<file path="src/rtl/cpu_pkg.sv">
// Shared fetch-stage types and constants: state encoding, widths, boot address.
// Latency: none (declarations only).
// Backpressure: none (declarations only).
package cpu_pkg;

   localparam int ADDR_W = 32;
   localparam int INST_W = 32;

   localparam logic [ADDR_W-1:0] RESET_ADDR_DEF = 32'h0;

   typedef enum logic [1:0] {
      BOOT = 2'd0,
      RUN  = 2'd1,
      HOLD = 2'd2
   } fetch_state_t;

   // One fetched instruction together with the word address it came from.
   typedef struct packed {
      logic [ADDR_W-1:0] pc;
      logic [INST_W-1:0] inst;
   } fetch_pair_t;

endpackage

</file>
<file path="src/rtl/fetch_fifo.sv">
// Generic synchronous FIFO with flush; power-of-two DEPTH, head read combinationally.
// Latency: a push is visible at the head the cycle after it is written.
// Backpressure: push into a full FIFO is ignored unless a pop happens in the same cycle.
module fetch_fifo #(
   parameter int DEPTH = 4,
   parameter int W     = 64
) (
   input  logic                     clk,
   input  logic                     rst,
   input  logic                     push,
   input  logic [W-1:0]             push_dat,
   input  logic                     pop,
   input  logic                     flush,
   output logic [W-1:0]             pop_dat,
   output logic                     full,
   output logic                     empty,
   output logic [$clog2(DEPTH):0]   count
);

   localparam int AW = $clog2(DEPTH);
   localparam int CW = AW + 1;

   logic [W-1:0]  mem [DEPTH];
   logic [AW-1:0] wr_ptr;
   logic [AW-1:0] rd_ptr;
   logic          do_push;
   logic          do_pop;

   assign full    = (count == CW'(DEPTH));
   assign empty   = (count == '0);
   assign do_pop  = pop && !empty;
   assign do_push = push && (!full || do_pop);
   assign pop_dat = mem[rd_ptr];

   // Pointer and occupancy update; flush empties the queue in one cycle.
   always_ff @(posedge clk or negedge rst) begin
      if (!rst) begin
         wr_ptr <= '0;
         rd_ptr <= '0;
         count  <= '0;
      end else if (flush) begin
         wr_ptr <= '0;
         rd_ptr <= '0;
         count  <= '0;
      end else begin
         if (do_push) wr_ptr <= wr_ptr + AW'(1);
         if (do_pop)  rd_ptr <= rd_ptr + AW'(1);
         case ({do_push, do_pop})
            2'b10:   count <= count + CW'(1);
            2'b01:   count <= count - CW'(1);
            default: count <= count;
         endcase
      end
   end

   // Storage write; contents need no reset because occupancy gates the head.
   always_ff @(posedge clk) begin
      if (do_push && !flush) mem[wr_ptr] <= push_dat;
   end

endmodule

</file>
<file path="src/rtl/fetch_queue.sv">
// Fetch stage: issues PC to imem, pairs returned word with its PC, queues pairs to decode.
// Latency: PC seen in cycle N is at the queue head in N+2; refill_flag is combinational.
// Backpressure: out_ready stalls the queue; a fetch that finds it full is dropped and replayed via refill.
module fetch_queue
   import cpu_pkg::*;
#(
   parameter int              DEPTH      = 4,
   parameter logic [ADDR_W-1:0] RESET_ADDR = RESET_ADDR_DEF
) (
   input  logic                   clk,
   input  logic                   rst,
   input  logic [ADDR_W-1:0]      pc_addr,
   output logic [ADDR_W-1:0]      imem_addr,
   input  logic [INST_W-1:0]      imem_rdata,
   input  logic                   redirect_valid,
   input  logic [ADDR_W-1:0]      redirect_addr,
   output logic                   refill_flag,
   output logic [ADDR_W-1:0]      refill_addr,
   output logic                   out_valid,
   input  logic                   out_ready,
   output logic [ADDR_W-1:0]      out_pc,
   output logic [INST_W-1:0]      out_inst,
   output logic [$clog2(DEPTH):0] count
);

   fetch_state_t      state;
   logic              s1_valid;
   logic [ADDR_W-1:0] s1_pc;
   logic [ADDR_W-1:0] replay_pc;

   logic              fifo_full;
   logic              fifo_empty;
   logic              fifo_push;
   logic              fifo_pop;
   logic              pop_hs;
   logic              redirect_take;
   logic              overflow;
   fetch_pair_t       push_pair;
   fetch_pair_t       head_pair;

   // The PC runs freely, so the memory is always addressed by the live PC.
   assign imem_addr = pc_addr;

   // Redirects are ignored while booting; otherwise they win over everything.
   assign redirect_take = redirect_valid && (state != BOOT);
   assign pop_hs        = out_valid && out_ready;

   // A fetch that meets a full queue with no pop to make room is an overflow.
   assign overflow  = s1_valid && fifo_full && !pop_hs && !redirect_take;
   assign fifo_push = s1_valid && !redirect_take && (!fifo_full || pop_hs);
   assign fifo_pop  = pop_hs && !redirect_take;

   assign push_pair.pc   = s1_pc;
   assign push_pair.inst = imem_rdata;

   // Head is forced to zero while empty so decode never sees stale storage.
   assign out_valid = !fifo_empty;
   assign out_pc    = fifo_empty ? '0 : head_pair.pc;
   assign out_inst  = fifo_empty ? '0 : head_pair.inst;

   // PC load request: boot address, then redirect target, then replay of a dropped fetch.
   always_comb begin
      refill_flag = 1'b0;
      refill_addr = '0;
      if (state == BOOT) begin
         refill_flag = 1'b1;
         refill_addr = RESET_ADDR;
      end else if (redirect_valid) begin
         refill_flag = 1'b1;
         refill_addr = redirect_addr;
      end else if ((state == HOLD) && !fifo_full) begin
         refill_flag = 1'b1;
         refill_addr = replay_pc;
      end
   end

   // Fetch control: capture stage, overflow bookkeeping and state transitions.
   always_ff @(posedge clk or negedge rst) begin
      if (!rst) begin
         state     <= BOOT;
         s1_valid  <= 1'b0;
         s1_pc     <= '0;
         replay_pc <= '0;
      end else if (redirect_take) begin
         state    <= RUN;
         s1_valid <= 1'b0;
      end else begin
         case (state)
            BOOT: begin
               state    <= RUN;
               s1_valid <= 1'b0;
            end
            RUN: begin
               if (overflow) begin
                  // The PC already moved past the dropped word; reload it later.
                  replay_pc <= s1_pc;
                  s1_valid  <= 1'b0;
                  state     <= HOLD;
               end else begin
                  s1_valid <= 1'b1;
                  s1_pc    <= pc_addr;
               end
            end
            HOLD: begin
               s1_valid <= 1'b0;
               if (!fifo_full) state <= RUN;
            end
            default: begin
               state    <= BOOT;
               s1_valid <= 1'b0;
            end
         endcase
      end
   end

   fetch_fifo #(
      .DEPTH (DEPTH),
      .W     ($bits(fetch_pair_t))
   ) u_fifo (
      .clk      (clk),
      .rst      (rst),
      .push     (fifo_push),
      .push_dat (push_pair),
      .pop      (fifo_pop),
      .flush    (redirect_take),
      .pop_dat  (head_pair),
      .full     (fifo_full),
      .empty    (fifo_empty),
      .count    (count)
   );

endmodule

</file>
<file path="config.mk">
export PLATFORM = sky130hd
export DESIGN_NAME = fetch_queue
export DESIGN_NICKNAME = d
export VERILOG_FILES = /design/src/rtl/cpu_pkg.sv /design/src/rtl/fetch_fifo.sv /design/src/rtl/fetch_queue.sv
export SDC_FILE = /design/constraint.sdc
export NUM_CORES = 1
export LEC_CHECK = 0
export CAP_MARGIN = 20
export CORE_ASPECT_RATIO = 1.25
export CORE_MARGIN = 5
export CORE_UTILIZATION = 40
export CTS_BUF_LIST = sky130_fd_sc_hd__clkbuf_16
export CTS_CLUSTER_SIZE = 28
export DETAILED_ROUTE_END_ITERATION = 12
export GPL_TIMING_DRIVEN = 0
export MAX_ROUTING_LAYER = met4
export PLACE_DENSITY = 0.64
export RECOVER_POWER = 25
export SLEW_MARGIN = 20
export SYNTH_ARGS = -nofsm -noshare
export SYNTH_HDL_FRONTEND = slang
export SYNTH_SLANG_ARGS = --single-unit
</file>
<file path="constraint.sdc">
create_clock -name clk -period 3.28 [get_ports clk]
set_clock_uncertainty 0.05 [all_clocks]
set_input_delay 0.328 -clock clk [delete_from_list [all_inputs] [get_ports clk]]
set_output_delay 0.328 -clock clk [all_outputs]
set_load 0.01 [all_outputs]
</file>
## Word-level counts from Yosys, hierarchy flattened

Memories as Yosys holds them, arrays and structs flattened.
Index checks and enable logic that the tools add are counted.

- Memories: 1
- Flip-flop bits (word level): 74
- Output and inout port bits: 133
- RAM bits: 256
- Logic and storage cells: 71
- Input bits: 100

- Eq/ne operators: 7
- Add/sub/neg operators: 4
- Reduce and logical (&&, ||, !) cells: 27
- Muxes and demuxes: 23
- Bitwise operators: 2

Memory list:

| memory | words | width | read ports | clocked after memory_dff | write ports | RTL line | text |
|---|---|---|---|---|---|---|---|
| u_fifo.mem | 4 | 64 | 1 | 0 | 1 | fetch_fifo.sv:23 | `logic [W-1:0] mem [DEPTH];` |

Operators by type and width:

| operator | number |
|---|---|
| 32-bit two-way mux | 5 |
| 2-bit two-way mux | 7 |
| 1-bit logical AND | 12 |
| 1-bit two-way mux | 8 |
| 3-bit by 2-bit inequality test with 1-bit output, second input constant | 2 |
| 2-bit case mux with 3 select lines | 1 |
| 3-bit case mux with 2 select lines | 1 |
| 3-bit AND reduction | 2 |
| 2-bit nonzero test | 3 |
| 2-bit by 1-bit adder with 2-bit output, second input constant | 2 |
| 2-bit by 1-bit == test with 1-bit output, second input constant | 2 |
| 2-bit == test, second input constant | 2 |
| 1-bit logical NOT | 4 |
| 3-bit by 1-bit adder with 3-bit output, second input constant | 1 |
| 3-bit == test, second input constant | 1 |
| 3-bit logical NOT | 1 |
| 3-bit two-way mux | 1 |
| 3-bit nonzero test | 1 |
| 3-bit by 1-bit subtractor with 3-bit output, second input constant | 1 |
| 2-bit logical NOT | 1 |
| 1-bit logical OR | 2 |
| 1-bit inverter | 2 |
| 2-bit AND reduction | 1 |

## Logic depth before layout (Yosys ltp)

Gate-level depths: netlist of the first run.

- Word-level depth: 10
- Depth in mapped cells: 9
- Gate-level depth less buffers: 6

## By module

From an unflattened synthesis of the first run, not the netlist that was laid out.

- Cells, all modules: 697
- Area, all modules: 13520.5 um^2

By module, submodules not included:

| module | area an instance (um^2) | instances | seq. area each (um^2) | cells each |
|---|---|---|---|---|
| fetch_fifo | 9800.6 | 1 | 7862.5 | 398 |
| fetch_queue | 3719.8 | 1 | 1676.6 | 299 |

## Worst setup path before layout of the first run

Ideal clock, no wire load.

- Path type: flip-flop to flip-flop
- Start point: register u_fifo.count[2]
- End point: memory u_fifo.mem[0][0], enable pin
- Data required time: 2801 ps
- Setup time: 429 ps
- Arrival: 2610 ps
- Period minus slack after synthesis: 3089 ps
- Stages on the path, launching flop included: 5
- Path buffers: 1
- Setup slack: 191 ps
- Path through: dfrtp_1 > buf_2 > nor4b_4 > nor2b_1 > and3_1

- Word-level cells in the longest chain between the ends: 10
- Elaborated cells between the ends (all ways): 14
- Those cells by class: 1 x eq/ne; 2 x mux; 11 x reduce/logical

Ends and longest elaborated chain:

| item | RTL line | text |
|---|---|---|
| start: declaration | fetch_fifo.sv:17 | `output logic [$clog2(DEPTH):0] count` |
| start signal: assignment | fetch_fifo.sv:49 | `2'b10: count <= count + CW'(1);` |
| start signal: assignment | fetch_fifo.sv:50 | `2'b01: count <= count - CW'(1);` |
| start signal: assignment | fetch_fifo.sv:51 | `default: count <= count;` |
| 3-bit logical NOT | fetch_fifo.sv:30 | `assign empty = (count == '0);` |
| 1-bit logical NOT | fetch_fifo.sv:31, fetch_queue.sv:57 |  |
| 1-bit logical AND | fetch_queue.sv:46 | `assign pop_hs = out_valid && out_ready;` |
| 1-bit logical AND | fetch_queue.sv:51 | `assign fifo_pop = pop_hs && !redirect_take;` |
| 1-bit logical AND | fetch_fifo.sv:31 | `assign do_pop = pop && !empty;` |
| 1-bit logical OR | fetch_fifo.sv:32 | `assign do_push = push && (!full \|\| do_pop);` |
| 1-bit logical AND * | fetch_fifo.sv:32 |  |
| 1-bit logical AND * | fetch_fifo.sv:58 | `if (do_push && !flush) mem[wr_ptr] <= push_dat;` |
| 1-bit two-way mux * | fetch_fifo.sv:58 |  |
| 1-bit two-way mux (not written as such) * | fetch_fifo.sv:58 |  |
| end: declaration | fetch_fifo.sv:23 |  |

Every way passes the cells marked *; elsewhere a longest branch is shown, timed or not.

## Final worst setup path of the first run

- Start point: register u_fifo.count[0]
- End point: output refill_addr[28]

- Word-level cells in the longest chain between the ends: 6

Ends and longest elaborated chain:

| item | RTL line | text |
|---|---|---|
| 3-bit == test | fetch_fifo.sv:29 | `assign full = (count == CW'(DEPTH));` |
| 1-bit logical NOT | fetch_queue.sv:71 | `end else if ((state == HOLD) && !fifo_full) begin` |
| 1-bit logical AND | fetch_queue.sv:71 |  |
| 32-bit two-way mux | fetch_queue.sv:71 |  |
| 32-bit two-way mux | fetch_queue.sv:68 | `end else if (redirect_valid) begin` |
| 32-bit two-way mux | fetch_queue.sv:65 | `if (state == BOOT) begin` |
| end: declaration | fetch_queue.sv:18 | `output logic [ADDR_W-1:0] refill_addr,` |

Every way passes these cells.

==> results.md, run 1 <==
- The final-report hold violation count is 0.
- The synthesis warning total is 0.
- The total of buffers placed on input and output ports is 231.
- The post-synthesis net count is 790.
- The master of the slowest instance on the critical path is clkdlybuf4s50_1.
- The actual transition at the worst max-transition pin is 0.761 ns.
- The type of the most critical hold path is in2async.
- The first-pass iteration count of the detailed router is 4.
- After legalization and detailed placement, the total HPWL measured 19,500 µm.
- The final net count is between 1,000 and 1,500.
- The worst setup path is captured at a primary output.
- The maximum fanout along the worst path is 10.
- The first global-routing pass estimated 46,100 µm of wire.
- The synthesized area per cell is 19.4 µm².
- The insertion delay to the later sink of the worst-skew pair is about 0.5 ns.
- The run finished with clean final reports.
- The number of global-route vias before repair was 7,746.
- The via count is 7,042.
- The number of levels the H-tree was split into is 2.
- The cell at the root of the clock tree is clkbuf_16.
- The data arrival time of the worst path is between 2 and 3 ns.
- The total core area is 32,800 µm².
- The detailed router finished its first iteration with 292 violations.
- The die extent in x is 173 µm.
- For this block, the routed nets add up to 29,400 µm of wire.
- The most heavily used metal layer in global routing is met2.
- The analysis attributes to cell leakage a power of 0.00624 µW.
- The fraction of met1 tracks used by global routing is 0.205.
- For this run, global-route usage on met3 was measured as 0.0365.
- After layout, the minimum clock period comes to 3.11 ns.
- Using the TritonRoute via totals, the vias-per-cell ratio works out to around 5.
- The signal on the critical path passes through buf_6 -> or3b_2 -> nor4b_4 -> clkbuf_4 -> a22o_1 -> clkdlybuf4s50_1.
- For this configuration, the core starts out at a cell density of 0.406.
- The post-synthesis instance area is 13,300 µm².
- The I/O pin count is 233.
- The number of nets still failing antenna checks after routing is 0.
- Counting every sink on the clock net gives 330.
- The fraction of layout instances using a drive strength above 1 is 0.267.
- Routability-driven placement finished with a final weighted congestion of 0.736.
- The fraction of synthesis flops using an asynchronous set or reset pin is 0.224.
- The final non-filler cell area is 17,500 µm².
- The number of buffers between clock root and the deepest sink is 3.
- Setup repair after global routing left no endpoint under its margin.
- The area growth from synthesis to layout is 31.2%.
- After detailed routing, the number of remaining DRC violations is 0.
- The final global-route overflow total is 0.
- The CTS tree is done.
- Clock tree synthesis inserted a total of 35 buffers.
- The data required time of the critical path is around 2.9 ns.
- In this run the core area contains 74 standard-cell rows.
- The worst hold margin is 0.278 ns.
- The startpoint-to-endpoint class of the critical path is reg2out.
- The post-detailed-placement cell area is between 15,000 and 20,000 µm².
- The final max-slew violation count is 0.
- Entering global routing, the biggest net connects 44 pins.
- The die covers 37,100 µm².
- The worst path meets setup with approximately 0.17 ns of slack.
- The number of cells produced by synthesis is 685.
- The headroom to the max-slew limit is 0.493.
- The number of enable-type register cells in the synthesized netlist is 256.
- The critical path launch point type is a flip-flop.
- The die height is 214 µm.
- In the finished design, the share of the clock period the worst path needs comes to 0.948.
- The longest individual stage delay on the worst path is 0.53 ns.
- The ratio of total power to cell area is 739 nW/µm².
- Derived from the worst setup path, the maximum achievable clock frequency is 0.322 GHz.
- The final count of negative-setup-slack endpoints is 0.
- For this run, global-route usage on met2 was measured as 0.274.
- The commonest register cell after synthesis is edfxtp_1.
- The cell type group with the largest total delay on the critical path is buffers and inverters.
- The average routed wire per standard cell is 21.0 µm.
- The overall global routing resource usage is 0.165.
- The worst-case IR drop observed on VDD is ~380 µV.
- For this run, the register share of the synthesized area comes to 0.716.
- The placement-stage worst setup slack is -0.305 ns.
- The clock transition at the registers of the reported paths is 0.06 ns.
- The number of violations of the max-capacitance limit is 0.
- The number of storage elements in the synthesis netlist is between 300 and 400.
- The number of fill cells is between 2,000 and 3,000.
- The count of buffers added by post-CTS timing repair for setup is 0.
- The initial antenna violation count was 1.
- The count of unique library cells instantiated by Yosys is 46.
- Counting both buffers and inverters, the worst setup path holds a total of 3.
-- per-stage QoR --
stage	total power [µW]	setup TNS (ns)	cells	util
2_1_floorplan	7330	0	685	-
3_3_place_gp	9220	-505.49	1334	0.493
3_5_place_dp	9260	-0.305	1339	0.497
4_1_cts	13200	0	1400	0.533
5_1_grt	13600	0	1400	0.533
6_report	12900	0	1400	0.533
-- registers in the layout, summed over array words and instances, names as in the netlist --
name and flops:
replay_pc 32, s1_valid 1, u_fifo.rd_ptr 2, s1_pc 32, u_fifo.count 3, u_fifo.wr_ptr 2, u_fifo.mem 256, state 2
-- layer usage --
layer | part of all wire | wire length [µm]
met4 | 0.022 | 644
met1 | 0.41 | 12000
met2 | 0.51 | 15000
met3 | 0.060 | 1770
met5 | 0 | 0
-- final timing paths --
kind / to / slack [ns] / cells past startpoint / from
setup / recovery: refill_addr[28] / 0.17 / 6 / u_fifo.count[0]$_DFFE_PN0P_
hold / removal: s1_pc[19]$_DFFE_PN0P_ / 0.28 / 2 / rst
setup reg to reg: u_fifo.count[2]$_DFFE_PN0P_ / 0.44 / 8 / state[0]$_DFFE_PN0P_
hold reg to reg: replay_pc[6]$_DFFE_PN0P_ / 0.46 / 1 / replay_pc[6]$_DFFE_PN0P_
max in group asynchronous: u_fifo.count[1]$_DFFE_PN0P_ / 2.28 / 3 / rst
min in group clk: state[1]$_DFFE_PN0P_ / 0.28 / 2 / redirect_valid
-- synth_stat cells (2+ instances only) --
| cell | count | area share |
|---|---|---|
| a22o_1 | 32 | 0.021 |
| inv_1 | 4 | 0.0011 |
| buf_4 | 32 | 0.018 |
| o21a_1 | 2 | 0.0011 |
| dfrtp_1 | 74 | 0.14 |
| and3_1 | 4 | 0.0019 |
| buf_2 | 12 | 0.0045 |
| xor2_1 | 2 | 0.0013 |
| clkbuf_1 | 19 | 0.0054 |
| and2_1 | 64 | 0.030 |
| buf_1 | 2 | 0.00056 |
| edfxtp_1 | 256 | 0.58 |
| mux2i_1 | 3 | 0.0023 |
| mux4_2 | 64 | 0.11 |
| nand2_1 | 6 | 0.0017 |
| mux2_2 | 64 | 0.054 |
| nor2_1 | 5 | 0.0014 |
| or3b_2 | 2 | 0.0013 |
| ha_1 | 4 | 0.0038 |
| a31oi_1 | 2 | 0.00094 |
| o31ai_1 | 2 | 0.0011 |
| buf_6 | 6 | 0.0051 |
-- cell families (layout without fill, tap and decap cells) --
group,count (synthesis),in the layout,synth area share
and+or+nand+nor,93,93,0.0456
muxes,131,131,0.165
other,0,1,0
xor gates and xnor gates,3,3,0.00197
DFF,330,330,0.716
AOI/OAI and AO/OA,46,46,0.0303
buffers and inverters,77,373,0.0361
adders and majority gates,5,5,0.00526
-- timing repair --
item / 4_1_cts / 5_1_grt
gates resized for setup: 19 / 7
hold buffers: 1 / 0
cloned: 0 / 0
endpoints found under the setup margin: 90 / 54
hold endpoints to repair: 31 / 0
-- power by group --
part	internal (µW)	switching, µW	leakage [µW]
logic	2150	1670	0.00240
registers	5010	255	0.00325
clock network	2280	1550	0.000578
total	9440	3470	0.00624
-- cell usage in the layout (no fill, tap or decap), types with 7 or more instances in the layout --
cell / count
dlygate4sd3_1: 33
a22o_1: 32
edfxtp_1: 256
clkbuf_16: 37
mux4_2: 64
clkbuf_2: 8
dfrtp_1: 73
inv_1: 11
buf_4: 37
clkdlybuf4s50_1: 198
and2_1: 64
mux2_2: 64
buf_2: 7
-- final cells by class --
class | count | area (µm²) | area share
flip-flops and latches | 330 | 9540 | 0.546
multi-input cells | 278 | 3330 | 0.191
repair buffers | 237 | 2430 | 0.139
clock buffers | 37 | 926 | 0.0530
well taps | 418 | 523 | 0.0299
plain buffers | 70 | 494 | 0.0283
clock inverters | 25 | 204 | 0.0117
inverters | 4 | 15.0 | 0.000860
diodes | 1 | 2.50 | 0.000143
(Power assumes the default switching activity.)
==> run 2: changes to the inputs <==
--- a/config.mk
+++ b/config.mk
@@ -7,7 +7,6 @@
 export LEC_CHECK = 0
 export CAP_MARGIN = 20
 export CORE_ASPECT_RATIO = 1.25
-export CORE_MARGIN = 5
 export CORE_UTILIZATION = 40
 export CTS_BUF_LIST = sky130_fd_sc_hd__clkbuf_16
 export CTS_CLUSTER_SIZE = 28
==> run 2 against run 1 <==
Against the previous run:
- the flow now finishes with violations (capacitance limit, slew limit)
- sequential power is essentially flat
- cell count is 0.43% lower
- die area down 8.2%
- combinational power is 1% lower
- global-route usage increased by 0.93 points
- flip-flop and latch count unchanged
- fmax is 0.33% lower
- first-iteration DRC count increased by 21%
- worst setup slack got worse by 0.010 ns
- critical path depth unchanged
- register-to-register slack improved by 0.03 ns
- largest cell class unchanged
- largest power group unchanged
==> results.md, run 2 (synthesized netlist as in run 1, its figures left out) <==
- The run finished, with violations left.
- The checks that failed: capacitance limit, slew limit.
- The maximum vdd drop is 500 µV (+31%).
- The first-pass iteration count of the detailed router came to 6 (+2).
- The timing-limited maximum frequency is 0.321 GHz (-0.33%).
- The number of DRC violations after detailed routing came to 0 (unchanged).
- The number of levels the H-tree was split into was 1 (-1).
- The final global-route overflow total was 0 (unchanged).
- The die height is 206 µm (-3.7%).
- The total of buffers placed on input and output ports came to 231 (unchanged).
- The clock transition at the registers of the reported paths was 0.07 ns (about the same).
- The final cell count without fillers is 1,394 (-0.43%).
- The worst setup path is launched from a flip-flop.
- The number of clock buffers inserted by TritonCTS is 31 (-11%).
- The final RePlAce weighted congestion is 0.714 (-3.0%).
- The ratio of total power to cell area came to 726 nW/µm² (-1.8%).
- The startpoint-to-endpoint class of the critical path is reg2out.
- The root buffer cell chosen for the clock tree is clkbuf_16.
- The type of the most critical hold path is in2reg.
- The number of flip-flops in the largest register is 256 (unchanged).
- The portion of the clock cycle consumed by the worst path in the final layout was 0.951 (+0.00310).
- The insertion delay to the later sink of the worst-skew pair was 0.55 ns (+0.04 ns).
- The total half-perimeter wirelength after legalization and detailed placement is 18,300 µm (-6.3%).
- The total core area is 32,700 µm² (-0.28%).
- The cell row count was 74 (unchanged).
- The number of clock sinks was 330 (unchanged).
- The final core utilization is 0.530 (-0.00255).
- The antenna diode count was 0 (-1).
- The final wirelength is 28,400 µm (-3.4%).
- The final max-slew violation count is 33 (+33).
- The reg-to-reg setup timing slack is 0.47 ns (+0.03 ns).
- The leakage dissipation is 0.00616 µW (-1.2%).
- The actual transition at the worst max-transition pin is 2.08 ns (+1.31 ns).
- The maximum fanout along the worst path came to 10 (unchanged).
- The register containing the most flip-flops in the final layout is u_fifo.mem.
- The accumulated negative setup slack is 0 ns (unchanged).
- Leaving out fill and tap cells, the most frequent cell in the layout is edfxtp_1.
- The data arrival time of the worst path was 2.74 ns (about the same).
- The die extent in x is 165 µm (-4.6%).
- The final count of negative-setup-slack endpoints came to 0 (unchanged).
- Setup repair after global routing left no endpoint under its margin.
- The number of violations of the max-capacitance limit was 1 (+1).
- TritonCTS built the clock tree.
- The average routed wire per standard cell is 20.4 µm (-3.0%).
- The number of nets still failing antenna checks after routing came to 0 (unchanged).
- The initial antenna violation count was 0 (-1).
- The first-pass GRT wire length is 42,600 µm (-7.6%).
- The routed via count divided by cell count came to 5.05 (+0.42%).
- The largest registers in the layout are u_fifo.mem x256, replay_pc x32, s1_pc x32.
- The final total power is 12,600 µW (-2.6%).
- The data required time of the critical path came to 2.90 ns (about the same).
- The initial standard-cell utilization of the core is 0.407 (+0.00115).
- The overall global routing resource usage is 0.174 (+0.00932).
- The headroom to the max-slew limit was -0.384 (-0.877).
- The final period demand of the worst path came to 3.12 ns (+0.0102 ns).
- The floorplan die area is 34,000 µm² (-8.2%).
- The synthesis-to-finish area growth is 30.2%.
- The via count is 7,041 (-0.014%).
- The I/O pin count is 233 (unchanged).
- The kind of end point of the critical path is a primary output.
- The largest net degree at the start of global routing is 43 (-2.3%).
- The iteration-0 DRC count of the detailed router is 352 (+21%).
- The count of buffers added by post-CTS timing repair for setup is 0 (unchanged).
- The worst hold margin is 0.240 ns (-0.0373 ns).
- The total placed cells including tap cells is 1,339 (unchanged).
- The fraction of layout instances using a drive strength above 1 is 0.261 (-0.00580).
- The final-report hold violation count was 0 (unchanged).
- The number of buffers between clock root and the deepest sink came to 3 (unchanged).
- The final net count is 1,057 (-0.38%).
- The number of global-route vias before repair is 7,246 (-6.5%).
- In the layout the commonest cells are edfxtp_1, clkdlybuf4s50_1, dfrtp_1.
run 2: cell count changes in the layout (fill, tap and decap cells not counted), moves of 2 or more:
cell | previous run | this run
clkbuf_16 | 37 | 31
clkinvlp_4 | 2 | 4
clkbuf_2 | 8 | 11
buf_4 | 37 | 35
clkbuf_4 | 6 | 4
clkinv_1 | 5 | 7
run 2: critical path, stage by stage (launching register included):
cell and delay [ns]:
dfrtp_1 0.42, buf_6 0.16, or3b_2 0.46, nor4b_4 0.17, buf_4 0.21, a22o_1 0.24, clkdlybuf4s50_1 0.53
run 2: timing repair:
item,CTS,global route
resized for setup,14,11
endpoints found under the setup margin,90,78
endpoints found under the hold margin,32,0
hold buffers,1,0
pin swaps,0,0
run 2: where the power goes:
part | internal [µW] | switching [µW] | leakage [µW]
Sequential | 5010 | 257 | 0.00325
Clock | 2030 | 1510 | 0.000502
Combinational | 2140 | 1640 | 0.00240
run 2: cell type report:
| cell class | count | area [µm²] |
|---|---|---|
| plain buffers | 70 | 487 |
| clock buffers | 31 | 776 |
| clock inverters | 26 | 228 |
| fillers | 2669 | 15300 |
| inverters | 4 | 15.0 |
| multi-input cells | 278 | 3330 |
| flip-flops and latches | 330 | 9540 |
| well taps | 418 | 523 |
| repair buffers | 237 | 2440 |
run 2: final timing paths:
check                                                  from                     endpoint  cells after the start
worst max-delay path            u_fifo.count[0]$_DFFE_PN0P_              refill_addr[28]                      6
worst min-delay path                         redirect_valid         state[1]$_DFFE_PN0P_                      2
worst max register to register         state[0]$_DFFE_PN0P_  u_fifo.count[2]$_DFFE_PN0P_                      8
worst min register to register    replay_pc[25]$_DFFE_PN0P_    replay_pc[25]$_DFFE_PN0P_                      1
max in group asynchronous                               rst        s1_pc[31]$_DFFE_PN0P_                      2
min in group asynchronous                               rst    replay_pc[20]$_DFFE_PN0P_                      2
run 2: routing by layer:
metal / wire length [µm] / vias up / track usage
met2: 14600 / 194 / 0.293
met3: 1670 / 38 / 0.0341
met5: 0 / - / -
met4: 466 / 0 / 0.0393
li1: - / 3192 / -
met1: 11700 / 3617 / 0.217
run 2: per-stage QoR:
stage	worst slack (ns)	cell area, µm²
global route	0.0153	17300
global placement	-1.68	16200
floorplan	0.191	13300
CTS	0.00490	17300
detailed placement	-0.307	16300
finish	0.160	17300
